[config.mk]
export PLATFORM = sky130hd
export DESIGN_NAME = perceptron_trainer
export DESIGN_NICKNAME = d
export VERILOG_FILES = /design/src/rtl/perceptron_pkg.sv /design/src/rtl/perceptron_mac.sv /design/src/rtl/perceptron_trainer.sv
export SDC_FILE = /design/constraint.sdc
export NUM_CORES = 1
export LEC_CHECK = 0
export ABC_CLOCK_PERIOD_IN_PS = 22000
export CAP_MARGIN = 5
export CORE_ASPECT_RATIO = 1.1
export CORE_MARGIN = 1
export CORE_UTILIZATION = 35
export DETAILED_ROUTE_END_ITERATION = 8
export PLACE_DENSITY = 0.64
export SYNTH_ARGS = -nofsm -noshare
export SYNTH_HDL_FRONTEND = slang
export SYNTH_SLANG_ARGS = --single-unit
[constraint.sdc]
create_clock -name clk -period 22 [get_ports clk]
set_input_delay 4.4 -clock clk [delete_from_list [all_inputs] [get_ports clk]]
set_output_delay 4.4 -clock clk [all_outputs]
set_load 0.01 [all_outputs]
[src/rtl/perceptron_pkg.sv]
// Shared types and helpers for the perceptron training engine.
package perceptron_pkg;

    typedef enum logic [2:0] {
        IDLE,
        FETCH,
        MAC,
        UPDATE,
        EPOCH_END,
        DONE
    } state_t;

    localparam logic [1:0] T_POS = 2'b01;
    localparam logic [1:0] T_NEG = 2'b11;

    // Accumulator width: bias plus N_IN products can never overflow this.
    function automatic int acc_width(input int weight_w, input int data_w, input int n_in);
        return weight_w + data_w + $clog2(n_in + 1);
    endfunction

endpackage

[src/rtl/perceptron_mac.sv]
// Sequential multiply-accumulate: clear preloads acc with w (the bias), en adds w*x.
module perceptron_mac #(
    parameter int WEIGHT_W = 14,
    parameter int DATA_W   = 7,
    parameter int ACC_W    = 23
) (
    input  logic                       clk,
    input  logic                       rst,
    input  logic                       clear,
    input  logic                       en,
    input  logic signed [WEIGHT_W-1:0] w,
    input  logic signed [DATA_W-1:0]   x,
    output logic signed [ACC_W-1:0]    acc
);

    localparam int PROD_W = WEIGHT_W + DATA_W;

    logic signed [PROD_W-1:0] prod;

    assign prod = $signed({{DATA_W{w[WEIGHT_W-1]}}, w}) * $signed({{WEIGHT_W{x[DATA_W-1]}}, x});

    always_ff @(posedge clk) begin
        if (rst) begin
            acc <= '0;
        end else if (clear) begin
            acc <= {{(ACC_W-WEIGHT_W){w[WEIGHT_W-1]}}, w};
        end else if (en) begin
            acc <= acc + {{(ACC_W-PROD_W){prod[PROD_W-1]}}, prod};
        end
    end

endmodule

[src/rtl/perceptron_trainer.sv]
// N-input perceptron training engine: fetches samples, runs one shared MAC, applies the perceptron rule.
// Build option PERCEPTRON_SAT_EN: saturating weight/bias updates; a saturated run never reports converged.
module perceptron_trainer
    import perceptron_pkg::*;
#(
    parameter int N_IN       = 2,
    parameter int DATA_W     = 7,
    parameter int WEIGHT_W   = 14,
    parameter int ETA_SHIFT  = 0,
    parameter int MAX_EPOCHS = 64,
    parameter int CNT_W      = 32
) (
    input  logic                       clk,
    input  logic                       rst,
    input  logic                       start,
    input  logic [CNT_W-1:0]           n_samples,
    input  logic [N_IN*DATA_W-1:0]     x_in,
    input  logic [1:0]                 t_in,
    input  logic                       data_valid,
    output logic                       data_req,
    output logic [CNT_W-1:0]           sample_idx,
    output logic                       done,
    output logic                       converged,
    output logic [7:0]                 epoch_count,
    output logic [N_IN*WEIGHT_W-1:0]   w_out,
    output logic [WEIGHT_W-1:0]        b_out
);

    localparam int ACC_W = acc_width(WEIGHT_W, DATA_W, N_IN);
    localparam int K_W   = (N_IN > 1) ? $clog2(N_IN) : 1;
    localparam logic [K_W-1:0] K_LAST = K_W'(N_IN - 1);

    state_t state_reg, state_next;

    logic [CNT_W-1:0]           n_reg;
    logic [CNT_W-1:0]           idx_reg;
    logic [K_W-1:0]             k_reg;
    logic signed [DATA_W-1:0]   x_reg [N_IN];
    logic                       t_neg_reg;
    logic signed [WEIGHT_W-1:0] w_reg [N_IN];
    logic signed [WEIGHT_W-1:0] w_next [N_IN];
    logic signed [WEIGHT_W-1:0] b_reg;
    logic signed [WEIGHT_W-1:0] b_next;
    logic                       upd_reg;
    logic                       conv_reg;
    logic [7:0]                 epoch_reg;

    logic                       mac_clear;
    logic                       mac_en;
    logic signed [WEIGHT_W-1:0] mac_w;
    logic signed [ACC_W-1:0]    acc;

    logic                       more_samples;
    logic [7:0]                 epoch_inc;
    logic                       epoch_limit;
    logic                       acc_pos;
    logic                       mismatch;
    logic                       t_mag_unused;

    // Only the sign bit of the target matters; the magnitude bit is ignored.
    assign t_mag_unused = t_in[0];

    assign more_samples = ({1'b0, idx_reg} + (CNT_W+1)'(1)) < {1'b0, n_reg};
    assign epoch_inc    = epoch_reg + 8'd1;
    assign epoch_limit  = (epoch_inc == 8'(MAX_EPOCHS));
    // net == 0 classifies as -1, so only a strictly positive sum predicts +1.
    assign acc_pos      = !acc[ACC_W-1] && (acc != '0);
    assign mismatch     = (acc_pos == t_neg_reg);

    assign mac_w = mac_clear ? b_reg : w_reg[k_reg];

    perceptron_mac #(
        .WEIGHT_W (WEIGHT_W),
        .DATA_W   (DATA_W),
        .ACC_W    (ACC_W)
    ) u_mac (
        .clk   (clk),
        .rst   (rst),
        .clear (mac_clear),
        .en    (mac_en),
        .w     (mac_w),
        .x     (x_reg[k_reg]),
        .acc   (acc)
    );

`ifdef PERCEPTRON_SAT_EN
    localparam int EXT_W = WEIGHT_W + DATA_W + ETA_SHIFT + 2;
    localparam logic signed [WEIGHT_W-1:0] W_MAX = {1'b0, {(WEIGHT_W-1){1'b1}}};
    localparam logic signed [WEIGHT_W-1:0] W_MIN = {1'b1, {(WEIGHT_W-1){1'b0}}};
    localparam logic signed [EXT_W-1:0] W_MAX_EXT  = EXT_W'(W_MAX);
    localparam logic signed [EXT_W-1:0] W_MIN_EXT  = EXT_W'(W_MIN);
    localparam logic signed [EXT_W-1:0] B_STEP_EXT = EXT_W'(1) <<< ETA_SHIFT;

    logic [N_IN:0] sat_vec;
    logic          sat_reg;
    logic signed [EXT_W-1:0] b_sum;

    function automatic logic signed [WEIGHT_W-1:0] clamp(input logic signed [EXT_W-1:0] v);
        if (v > W_MAX_EXT) return W_MAX;
        if (v < W_MIN_EXT) return W_MIN;
        return v[WEIGHT_W-1:0];
    endfunction

    assign b_sum          = EXT_W'(b_reg) + (t_neg_reg ? -B_STEP_EXT : B_STEP_EXT);
    assign sat_vec[N_IN]  = (b_sum > W_MAX_EXT) || (b_sum < W_MIN_EXT);
    assign b_next         = clamp(b_sum);
`else
    localparam logic signed [WEIGHT_W-1:0] B_STEP = WEIGHT_W'(1) <<< ETA_SHIFT;

    assign b_next = t_neg_reg ? (b_reg - B_STEP) : (b_reg + B_STEP);
`endif

    genvar gi;
    generate
        for (gi = 0; gi < N_IN; gi++) begin : g_ch
`ifdef PERCEPTRON_SAT_EN
            logic signed [EXT_W-1:0] x_ext;
            logic signed [EXT_W-1:0] w_sum;
            assign x_ext        = EXT_W'(x_reg[gi]) <<< ETA_SHIFT;
            assign w_sum        = EXT_W'(w_reg[gi]) + (t_neg_reg ? -x_ext : x_ext);
            assign sat_vec[gi]  = (w_sum > W_MAX_EXT) || (w_sum < W_MIN_EXT);
            assign w_next[gi]   = clamp(w_sum);
`else
            logic signed [WEIGHT_W-1:0] step;
            assign step       = WEIGHT_W'(x_reg[gi]) <<< ETA_SHIFT;
            assign w_next[gi] = t_neg_reg ? (w_reg[gi] - step) : (w_reg[gi] + step);
`endif
            assign w_out[gi*WEIGHT_W +: WEIGHT_W] = w_reg[gi];
        end
    endgenerate

    always_comb begin
        state_next = state_reg;
        mac_clear  = 1'b0;
        mac_en     = 1'b0;
        case (state_reg)
            IDLE, DONE: begin
                if (start) state_next = (n_samples == '0) ? DONE : FETCH;
            end
            FETCH: begin
                if (data_valid) begin
                    mac_clear  = 1'b1;
                    state_next = MAC;
                end
            end
            MAC: begin
                mac_en = 1'b1;
                if (k_reg == K_LAST) state_next = UPDATE;
            end
            UPDATE:    state_next = more_samples ? FETCH : EPOCH_END;
            EPOCH_END: state_next = (!upd_reg || epoch_limit) ? DONE : FETCH;
            default:   state_next = IDLE;
        endcase
    end

    always_ff @(posedge clk) begin
        if (rst) begin
            state_reg <= IDLE;
            n_reg     <= '0;
            idx_reg   <= '0;
            k_reg     <= '0;
            t_neg_reg <= 1'b0;
            upd_reg   <= 1'b0;
            conv_reg  <= 1'b0;
            epoch_reg <= '0;
            b_reg     <= '0;
            for (int i = 0; i < N_IN; i++) begin
                w_reg[i] <= '0;
                x_reg[i] <= '0;
            end
`ifdef PERCEPTRON_SAT_EN
            sat_reg   <= 1'b0;
`endif
        end else begin
            state_reg <= state_next;
            case (state_reg)
                IDLE, DONE: begin
                    if (start) begin
                        n_reg     <= n_samples;
                        idx_reg   <= '0;
                        epoch_reg <= '0;
                        upd_reg   <= 1'b0;
                        conv_reg  <= (n_samples == '0);
                        b_reg     <= '0;
                        for (int i = 0; i < N_IN; i++) w_reg[i] <= '0;
`ifdef PERCEPTRON_SAT_EN
                        sat_reg   <= 1'b0;
`endif
                    end
                end
                FETCH: begin
                    if (data_valid) begin
                        for (int i = 0; i < N_IN; i++) x_reg[i] <= x_in[i*DATA_W +: DATA_W];
                        t_neg_reg <= (t_in[1] == T_NEG[1]);
                        k_reg     <= '0;
                    end
                end
                MAC: k_reg <= k_reg + K_W'(1);
                UPDATE: begin
                    if (mismatch) begin
                        for (int i = 0; i < N_IN; i++) w_reg[i] <= w_next[i];
                        b_reg   <= b_next;
                        upd_reg <= 1'b1;
`ifdef PERCEPTRON_SAT_EN
                        sat_reg <= sat_reg | (|sat_vec);
`endif
                    end
                    if (more_samples) idx_reg <= idx_reg + CNT_W'(1);
                end
                EPOCH_END: begin
                    epoch_reg <= epoch_inc;
                    if (!upd_reg) begin
`ifdef PERCEPTRON_SAT_EN
                        conv_reg <= !sat_reg;
`else
                        conv_reg <= 1'b1;
`endif
                    end else if (epoch_limit) begin
                        conv_reg <= 1'b0;
                    end else begin
                        upd_reg <= 1'b0;
                        idx_reg <= '0;
                    end
                end
                default: ;
            endcase
        end
    end

    assign data_req    = (state_reg == FETCH);
    assign sample_idx  = idx_reg;
    assign done        = (state_reg == DONE);
    assign converged   = conv_reg;
    assign epoch_count = epoch_reg;
    assign b_out       = b_reg;

endmodule

==> impl_results.md <==
- Final-report setup violation count: 0
- Post-synth top flop: dfxtp_1
- Rel. slew slack: 0.225
- Synth Cell Area: 0.0144 mm²
- Initial Utilization: 0.357
- Clock tree sinks: 159
- RR Endpoint: u_mac.acc[21]
- Clock tree buffer depth: 2
- Post_cts resized: 0
- Slowest Stage Delay on Critical Path: 0.69 ns
- Core Area: 0.0404 mm²
- Leading area contributor after synthesis: dfxtp_1
- Cell area after placement: approximately 0.016 mm²
- Hold Buf Count CTS: 0
- Yosys warning count: 0
- Worst reg2reg path startpoint: state_reg[0]
- # IOs: between 100 and 150
- Syn Nets: 2006
- Mapped Avg Cell Area: 8.31 µm²
- Htree depth: 4
- Critical path's top delay family: compound AO/OA/AOI/OAI gates
- Clk_lat worst skew: approximately 0.45 ns
- Critical path class: in -> reg
- Area Overhead vs Synth: 16.5%
- Share of cells above drive strength 1: 0.0486
- Worst EP required: 22.36 ns
- #FFs+latches synth: 159
- R2R setup slack: 13.87 ns
- Post-DP HPWL: 29700 µm
- Peak VDD IR: 0.0817 mV
- Synth top area cells: dfxtp_1 (16%), ha_1 (12%), fa_1 (11%)
- Initial DRC count: 705
- Fin worst setup slack: around 10 ns
- Crit path from: data_valid
- Worst Hold Class: reg -> reg
- Crit path top cell by count: fa_1
- CP Launch Type: input pin
- Share of synthesized registers carrying an async set or reset: 0
- Initial antenna violation count: 0
- DP Worst Slack: 10.0 ns
- Worst path slowest cell: o21ai_0
- Drt drc: 0
- I/O Buffers: 135
- Max_cap viols: 0
- Vias in the first global route: about 12000
- Seq/Total Area, Yosys: 0.250
- First-pass GRT wire length: 62100 µm
- Min Tclk post-route: 11.64 ns
- CP Capture Point: u_mac.acc[21]
- Post-synth EDFFs: 42
- WP buf/inv: 5
- Fin crit share: 0.529
- Setup Buffers After CTS: 0
- Final wirelength: 38600 µm
- Status: completed
- Synth cell types: slightly below 80
- Total power per unit cell area: 106 mW/mm²
- Share of the synthesized area in the top cell type: 0.163
- Pin count of the biggest net entering global routing: 58
- Hold depth: 2
- Mapped Cells: 1734
- Die area: 0.0420 mm²
- Vias: 12500
- Max-slew violations: 0
- Unrepaired setup endpoints after global routing: false
- Worst slew pin tran: 1.16 ns
- Critical path depth: 27
- Fmax: 85.9 MHz
- Worst Skew: 0.0191 ns
- Chip width: 195 µm
- Avg Vias per Cell: 5.30
- DR WL/cell: ~16 µm
- R2R cell count: 28
- Remaining global-route overflow: 0
- Leak: 0.00715 µW
- WHS: 0.453 ns
- Design area: 0.0168 mm²
- # diodes: 0
- Row cnt: 77
- Die Y: 215 µm
- Number of routed nets with antenna violations: 0
- Routability cong.: 0.891
- DRT Pass-1 Iters: 5
- Setup TNS: 0 ns
- CP max FO: 44
- Worst-path clk slew: 0.08 ns
- Final hold violations: 0
- Root Buffer: clkbuf_16
- WP data arrival: 12.00 ns
- TritonCTS clock tree: built
- CTS Buf Count: 17
- Crit end category: flip-flop
- GRT Util Overall: 0.183
- Final #Nets: 2109
## cell type report
class / instances / area [µm²]
flip-flops and latches: 159 / 3600
inverters: 158 / 593
clock inverters: 14 / 121
fillers: 3998 / 23600
repair buffers: 150 / 1460
multi-input cells: 1351 / 9930
well taps: 513 / 642
clock buffers: 18 / 429
## Yosys cell counts, types with 6 or more instances
master	number
nor4_1	18
a21o_1	55
nor2_1	201
nor3_1	33
a21oi_1	140
o31ai_1	10
o41ai_1	6
or3_1	15
fa_1	78
and2_1	34
a311oi_1	9
or2_2	17
ha_1	142
o21a_1	8
nand4_1	11
o21ai_0	53
xor2_1	31
inv_1	158
a211oi_1	12
a31oi_1	14
nand2_1	176
nor2b_1	15
nand3_1	47
o211ai_1	8
edfxtp_1	42
dfxtp_1	117
buf_1	8
nand2b_1	14
clkbuf_1	50
mux2i_1	28
a2111oi_0	8
xnor2_1	79
## placed cells by master, fill, tap and decap left out, types with 14 or more instances in the layout
| master | instances |
|---|---|
| xnor2_1 | 79 |
| xor2_1 | 31 |
| ha_1 | 142 |
| buf_4 | 16 |
| clkbuf_16 | 17 |
| nand2_1 | 176 |
| a21oi_1 | 140 |
| clkdlybuf4s50_1 | 134 |
| and2_1 | 34 |
| edfxtp_1 | 42 |
| nand3_1 | 47 |
| inv_1 | 158 |
| nor2b_1 | 14 |
| dfxtp_1 | 117 |
| or3_1 | 15 |
| fa_1 | 78 |
| nand2b_1 | 14 |
| a31oi_1 | 14 |
| nor4_1 | 18 |
| mux2i_1 | 28 |
| a21o_1 | 55 |
| nor3_1 | 33 |
| nor2_1 | 201 |
| or2_2 | 17 |
| o21ai_0 | 53 |
## metrics by stage
stage / power, µW / util / cells
floorplan: 1250 / - / 1734
global placement: 1460 / 0.402 / 2331
detailed placement: 1490 / 0.402 / 2331
CTS: 1790 / 0.416 / 2363
global route: 1940 / 0.416 / 2363
finish: 1780 / 0.416 / 2363
## layer usage
layer / wire [µm] / part of all wire / track usage / vias to the layer above
met5: 0 / 0 / 0 / -
met1: 17200 / 0.45 / 0.233 / 5968
met4: 725 / 0.019 / 0.0512 / 0
li1: - / - / - / 6177
met3: 2230 / 0.058 / 0.0366 / 42
met2: 18400 / 0.48 / 0.314 / 343
## how the worst min path moves through the flow
stage	startpoint	end
3_5_place_dp	n_reg[0]	n_reg[0]
5_1_grt	n_reg[1]	n_reg[1]
3_3_place_gp	n_reg[0]	n_reg[0]
2_1_floorplan	n_reg[0]	n_reg[0]
4_1_cts	n_reg[29]	n_reg[29]
6_report	n_reg[0]	n_reg[0]
## report_power, final
group          switching [µW]  internal [µW]  leakage, µW
Combinational             662            469      0.00547
Sequential               27.3            328      0.00140
Clock                     145            149     0.000274
## worst register-to-register path, delay by kind of cell (launching register included)
family / cells / cell delay [ns]
buffers and inverters: 5 / 0.60
adders and majority gates: 6 / 2.73
and+or+nand+nor: 5 / 0.99
xor gates and xnor gates: 2 / 0.27
AOI/OAI and AO/OA: 10 / 2.96
DFF: 1 / 0.48
## kinds of logic after synthesis
logic type,count (synthesis),share of synthesized area
mux,29,0.0202
xor+xnor,112,0.0691
fa+ha+maj,220,0.232
simple gates,614,0.201
buf+inv,224,0.0610
compound gates,376,0.167
flops,159,0.250
(Power assumes the default switching activity.)
